### config.mk
export PLATFORM = sky130hd
export DESIGN_NAME = redas_array_ctrl
export DESIGN_NICKNAME = d
export VERILOG_FILES = /design/src/rtl/redas_array_ctrl.sv
export SDC_FILE = /design/constraint.sdc
export NUM_CORES = 1
export LEC_CHECK = 0
export ABC_AREA = 1
export BUFFER_PORTS_ARGS = -buffer_cell sky130_fd_sc_hd__buf_2
export CAP_MARGIN = 30
export CORE_ASPECT_RATIO = 1.75
export CORE_MARGIN = 3
export CORE_UTILIZATION = 58
export DETAILED_ROUTE_END_ITERATION = 12
export PLACE_DENSITY_LB_ADDON = 0.25
export SETUP_SLACK_MARGIN = 0.4
export SLEW_MARGIN = 20
export SYNTH_ARGS = -nofsm -noshare
export SYNTH_HDL_FRONTEND = slang
export SYNTH_SLANG_ARGS = --single-unit
export TNS_END_PERCENT = 100
### constraint.sdc
create_clock -name clk -period 3.5 [get_ports clk]
set_clock_uncertainty 0.1 [all_clocks]
set_input_delay 0.7 -clock clk [delete_from_list [all_inputs] [get_ports clk]]
set_output_delay 0.7 -clock clk [all_outputs]
set_load 0.005 [all_outputs]
### src/rtl/redas_array_ctrl.sv
// redas_array_ctrl
// Job sequencer for a ROWS x COLS grid of REDAS processing elements.
// Each job has four phases:
//   1. Latch the PE configuration when the job starts.
//   2. Load one stationary operand row per accepted wt beat.
//   3. Stream cfg_len activation vectors.
//   4. Drain the array pipeline, then pulse done.
//
// Ports:
//   clk, rst                       clock, synchronous active-high reset
//   start, abort                   job request (IDLE only) / cancel job
//   cfg_mode, cfg_pattern,
//   cfg_right_angle, cfg_len       job configuration, latched on start
//   wt_valid / wt_ready, wt_row    stationary row handshake and row index
//   act_valid / act_ready          activation vector handshake
//   pe_*                           shared PE control lines
//   pe_store_stationary            one-hot per-row stationary strobe
//   out_valid                      result vector valid at array bottom edge
//   busy, done                     job in progress / one-cycle completion pulse
module redas_array_ctrl #(
   parameter int ROWS   = 4,
   parameter int COLS   = 4,
   parameter int PE_LAT = 2,
   parameter int LEN_W  = 8
) (
   input  logic                     clk,
   input  logic                     rst,
   input  logic                     start,
   input  logic                     abort,
   input  logic [3:0]               cfg_mode,
   input  logic [4:0]               cfg_pattern,
   input  logic                     cfg_right_angle,
   input  logic [LEN_W-1:0]         cfg_len,
   input  logic                     wt_valid,
   output logic                     wt_ready,
   output logic [$clog2(ROWS)-1:0]  wt_row,
   input  logic                     act_valid,
   output logic                     act_ready,
   output logic [3:0]               pe_data_movement_mode,
   output logic [4:0]               pe_calculation_pattern_mode,
   output logic                     pe_enable_right_angle_movement,
   output logic [ROWS-1:0]          pe_store_stationary,
   output logic                     out_valid,
   output logic                     busy,
   output logic                     done
);

   localparam int ROW_W = $clog2(ROWS);
   // Latency from an accepted activation to its result leaving the array.
   localparam int FILL = PE_LAT * (ROWS + COLS - 1);
   localparam logic [ROW_W-1:0] LAST_ROW = ROW_W'(ROWS - 1);

   typedef enum logic [2:0] {
      S_IDLE   = 3'd0,
      S_LOAD   = 3'd1,
      S_SETTLE = 3'd2,
      S_STREAM = 3'd3,
      S_DRAIN  = 3'd4,
      S_DONE   = 3'd5
   } state_t;

   state_t            state_r, state_s;
   logic [ROW_W-1:0]  row_r;
   logic [LEN_W-1:0]  cnt_r, len_r;
   logic [3:0]        mode_r;
   logic [4:0]        pat_r;
   logic              ra_r;
   logic [ROWS-1:0]   store_r;
   logic [FILL-1:0]   dly_r;
   logic              wt_ready_r, act_ready_r, busy_r, done_r;

   logic              start_s, abort_s, wt_acc_s, act_acc_s, last_beat_s;
   logic [ROWS-1:0]   row_onehot_s;

   assign start_s      = (state_r == S_IDLE) && start && !abort;
   assign abort_s      = (state_r != S_IDLE) && abort;
   assign wt_acc_s     = (state_r == S_LOAD) && wt_valid;
   assign act_acc_s    = (state_r == S_STREAM) && act_valid;
   // One bit wider so the compare stays exact even at the maximum cfg_len.
   assign last_beat_s  = ({1'b0, cnt_r} + {{LEN_W{1'b0}}, 1'b1}) == {1'b0, len_r};
   assign row_onehot_s = {{(ROWS-1){1'b0}}, 1'b1} << row_r;

   // Next-state selection; abort overrides every active state.
   always_comb begin
      state_s = state_r;
      if (abort_s) begin
         state_s = S_IDLE;
      end else begin
         case (state_r)
            S_IDLE:   state_s = start_s ? S_LOAD : S_IDLE;
            S_LOAD:   state_s = (wt_acc_s && (row_r == LAST_ROW)) ? S_SETTLE : S_LOAD;
            S_SETTLE: state_s = (len_r == {LEN_W{1'b0}}) ? S_DRAIN : S_STREAM;
            S_STREAM: state_s = (act_acc_s && last_beat_s) ? S_DRAIN : S_STREAM;
            S_DRAIN:  state_s = (dly_r == {FILL{1'b0}}) ? S_DONE : S_DRAIN;
            S_DONE:   state_s = S_IDLE;
            default:  state_s = S_IDLE;
         endcase
      end
   end

   // State, counters, config latch, delay line and registered outputs.
   always_ff @(posedge clk) begin
      if (rst) begin
         state_r     <= S_IDLE;
         row_r       <= {ROW_W{1'b0}};
         cnt_r       <= {LEN_W{1'b0}};
         len_r       <= {LEN_W{1'b0}};
         mode_r      <= 4'd0;
         pat_r       <= 5'd0;
         ra_r        <= 1'b0;
         store_r     <= {ROWS{1'b0}};
         dly_r       <= {FILL{1'b0}};
         wt_ready_r  <= 1'b0;
         act_ready_r <= 1'b0;
         busy_r      <= 1'b0;
         done_r      <= 1'b0;
      end else begin
         state_r <= state_s;
         if (start_s) begin
            mode_r <= cfg_mode;
            pat_r  <= cfg_pattern;
            ra_r   <= cfg_right_angle;
            len_r  <= cfg_len;
            row_r  <= {ROW_W{1'b0}};
            cnt_r  <= {LEN_W{1'b0}};
         end else begin
            if (wt_acc_s) begin
               row_r <= row_r + {{(ROW_W-1){1'b0}}, 1'b1};
            end
            if (act_acc_s) begin
               cnt_r <= cnt_r + {{(LEN_W-1){1'b0}}, 1'b1};
            end
         end
         // The strobe for a row fires the cycle after its beat is accepted.
         store_r <= (wt_acc_s && !abort_s) ? row_onehot_s : {ROWS{1'b0}};
         // Accepted activations march through FILL stages; an abort flushes them.
         dly_r <= abort_s ? {FILL{1'b0}} : {dly_r[FILL-2:0], act_acc_s};
         wt_ready_r  <= (state_s == S_LOAD);
         act_ready_r <= (state_s == S_STREAM);
         busy_r      <= (state_s != S_IDLE);
         done_r      <= (state_s == S_DONE);
      end
   end

   assign wt_ready                       = wt_ready_r;
   assign wt_row                         = row_r;
   assign act_ready                      = act_ready_r;
   assign pe_data_movement_mode          = mode_r;
   assign pe_calculation_pattern_mode    = pat_r;
   assign pe_enable_right_angle_movement = ra_r;
   assign pe_store_stationary            = store_r;
   assign out_valid                      = dly_r[FILL-1];
   assign busy                           = busy_r;
   assign done                           = done_r;

endmodule
==> results.sh <==
export IMPL_synth_nets=329
export IMPL_endpoint_kind="flop"
export IMPL_antenna_found_initial=0
export IMPL_rr_startpoint="state_r[1]$_SDFF_PP0_"
export IMPL_synth_seq_area_share_pct=48.2
export IMPL_cts_setup_buffers=0
export IMPL_vias=2001
export IMPL_worstSetupStartpointType="primary input"
export IMPL_regArea_um2=1060
export IMPL_synthTopCellsByArea="dfxtp_1, nor2_1, inv_1, nand2_1, o21ai_0"
export IMPL_synthArstFlopShare_pct=0
export IMPL_rsz0062_at_grt="no"
export IMPL_multi_input_area_um2=927
export IMPL_first_iter_violations=39
export IMPL_yosysWarnings=0
export IMPL_avgRoutedWirePerCell_um=11.5
export IMPL_synth_largest_area_cell="dfxtp_1"
export IMPL_synth_ff_type="dfxtp_1"
export IMPL_yosysTopAreaCellShare_pct=48.2
export IMPL_synth_cell_types=22
export IMPL_max_freq_ghz=0.502
export IMPL_path_class="primary input to flop"
export IMPL_hold_buffers=0
export IMPL_powerDensity_nw_per_um2=417
export IMPL_io_pins=45
export IMPL_final_hold_viol_count=0
export IMPL_drv_cap=0
export IMPL_max_slew_margin_rel_pct=64.0
export IMPL_min_period_ns=1.99
export IMPL_crit_start="abort"
export IMPL_start_util_pct=60.7
export IMPL_hold_path_class="flop to flop"
export IMPL_synth_avg_cell_area_um2=7.26
export IMPL_clkPwrFrac_pct=31.2
export IMPL_slowest_stage="nor2_2"
export IMPL_crit_fanout=27
export IMPL_place_congestion=0.801
export IMPL_fp_dieW_um=52.6
export IMPL_track_usage_pct=22.6
export IMPL_p_switching_mw=0.263
export IMPL_p_sw_share_pct=24.7
export IMPL_synth_area_um2=2200
export IMPL_place_hpwl_um=3600
export IMPL_coreArea_um2=3630
export IMPL_status="complete, no violations"
export IMPL_drtAntennaViolNets=0
export IMPL_drive_above_1_share_pct=19.7
export IMPL_viasPerCell=5.05
export IMPL_grt_pass1_vias=1949
export IMPL_path_common_cell="inv_1"
export IMPL_power_frac_comb_pct=9.4
export IMPL_total_power_mw=1.06
export IMPL_cp_slowest_stage_delay_ns=0.32
export IMPL_tns_ns=0
export IMPL_synthCells=303
export IMPL_cts_sinks=53
export IMPL_clk_latency_ns=0.30
export IMPL_synthTopCellsByCount="nor2_1, dfxtp_1, inv_1"
export IMPL_place_inst=388
export IMPL_tritoncts="done"
export IMPL_path_cells="buf_2 > inv_1 > nand4_1 > buf_4 > inv_1 > nor2_2 > inv_1 > a21oi_1 > o21ai_0 > inv_1"
export IMPL_required_ns=3.65
export IMPL_port_buffers=44
export IMPL_drc=0
export IMPL_ys_ff_latch=53
export IMPL_grt_ovfl_total=0
export IMPL_synthToLayoutAreaGrowth_pct=15.7
export IMPL_fin_nets=375
export IMPL_finalCritPeriodShare_pct=57.0
export IMPL_cts_resized=0
export IMPL_insertedDiodeCount=0
export IMPL_cts_buffers=5
export IMPL_drt_wl_total_um=4570
export IMPL_htreeDepth=2
export IMPL_final_cell_count_no_fill=396
export IMPL_grt_max_degree=28
export IMPL_ir_worst_vdd_mv=0.372
export IMPL_cellLeakagePower_nw=1.20
export IMPL_grt_pass1_wl_um=7870
export IMPL_internal_power_mw=0.800
export IMPL_pwr_share_seq_pct=59.4
export IMPL_min_from="dly_r[12]$_SDFF_PP0_"
export IMPL_dieArea_um2=4600
export IMPL_clockRootBuffer="clkbuf_8"
export IMPL_synth_most_common_cell="nor2_1"
export IMPL_tightest_slew_ns=0.538
export IMPL_rows=29
export IMPL_drt_first_pass_iters=4
export IMPL_crit_arrival_ns=2.15
export IMPL_maxSlewViolCount=0
export IMPL_fill_cells=322
export IMPL_clkTransAtPathRegs_ns=0.09
export IMPL_die_h_um=87.5
export IMPL_synth_edf_count=0
export IMPL_setup_viol=0
export IMPL_hold_slack_ns=0.330
export IMPL_cts_max_path_buffers=2
## final timing paths
check / cells after the start / to / slack, ns
max: 10 / cnt_r[5]$_SDFFE_PP0P_ / 1.51
max reg2reg: 9 / cnt_r[5]$_SDFFE_PP0P_ / 1.52
min reg2reg: 2 / dly_r[13]$_SDFF_PP0_ / 0.33
min: 2 / dly_r[13]$_SDFF_PP0_ / 0.33
## sequential cells by signal, indices dropped and copies added (netlist names), 2 cells and up
name,cells
pe_data_movement_mode,4
len_r,8
dly_r,14
wt_row,2
cnt_r,8
pe_store_stationary,4
pe_calculation_pattern_mode,5
state_r,3
## power by group through the flow
stage / clock network [mW] / logic (mW) / registers [mW]
after floorplan: 0 / 0.0604 / 0.646
after global placement: 0 / 0.0984 / 0.646
after detailed placement: 0 / 0.101 / 0.646
after CTS: 0.341 / 0.101 / 0.632
after global routing: 0.363 / 0.114 / 0.634
final: 0.331 / 0.100 / 0.632
## cell usage in the layout, fill, tap and decap left out, types with 2 or more instances in the layout
| cell | netlist | final |
|---|---|---|
| dfxtp_1 | 53 | 53 |
| buf_2 | 2 | 44 |
| clkinv_2 | 0 | 2 |
| nand3_2 | 2 | 2 |
| inv_1 | 49 | 49 |
| a21oi_1 | 19 | 19 |
| nor2_1 | 57 | 57 |
| ha_1 | 2 | 2 |
| o21ai_0 | 29 | 29 |
| nand4_1 | 5 | 5 |
| nor3_1 | 2 | 2 |
| nand2_1 | 42 | 42 |
| nor2_2 | 5 | 5 |
| nand3_1 | 17 | 17 |
| xor2_1 | 2 | 2 |
| o21ai_1 | 2 | 2 |
| nand2_2 | 6 | 6 |
| clkbuf_8 | 0 | 5 |
## critical path: cells and delay by family
kind            cells  cell delay, ns
buf+inv             6            0.80
compound gates      2            0.24
simple gates        2            0.40
## layout make-up
cell class              instances  share of cell area [%]
clock buffers                   5                    2.70
clock inverters                 3                   0.688
inverters                      50                    7.37
multi-input cells             194                    36.4
flip-flops and latches         53                    41.7
well taps                      46                    2.26
repair buffers                 45                    8.94
## logic make-up after synthesis
kind of cell             share of synthesized area [%]
flip-flops                                        48.2
buffers and inverters                             9.66
adder cells (fa/ha/maj)                           1.14
XOR/XNOR                                         0.796
AND/OR/NAND/NOR                                   27.2
AO/OA/AOI/OAI                                     13.0
## routing by layer
layer	track usage, %	part of all wire (%)
met5	0	0
met4	10.5	2.3
met3	4.63	3.9
met2	41.9	55
met1	22.9	38
## through the flow
step | utilization (%) | cell area (um2) | worst slack (ns)
floorplan | - | 2200 | 1.82
global placement | 67.8 | 2460 | 1.30
detailed placement | 67.8 | 2460 | 1.22
CTS | 70.2 | 2550 | 1.53
global route | 70.2 | 2550 | 1.22
finish | 70.2 | 2550 | 1.51
Power figures use the tool's default switching activity.
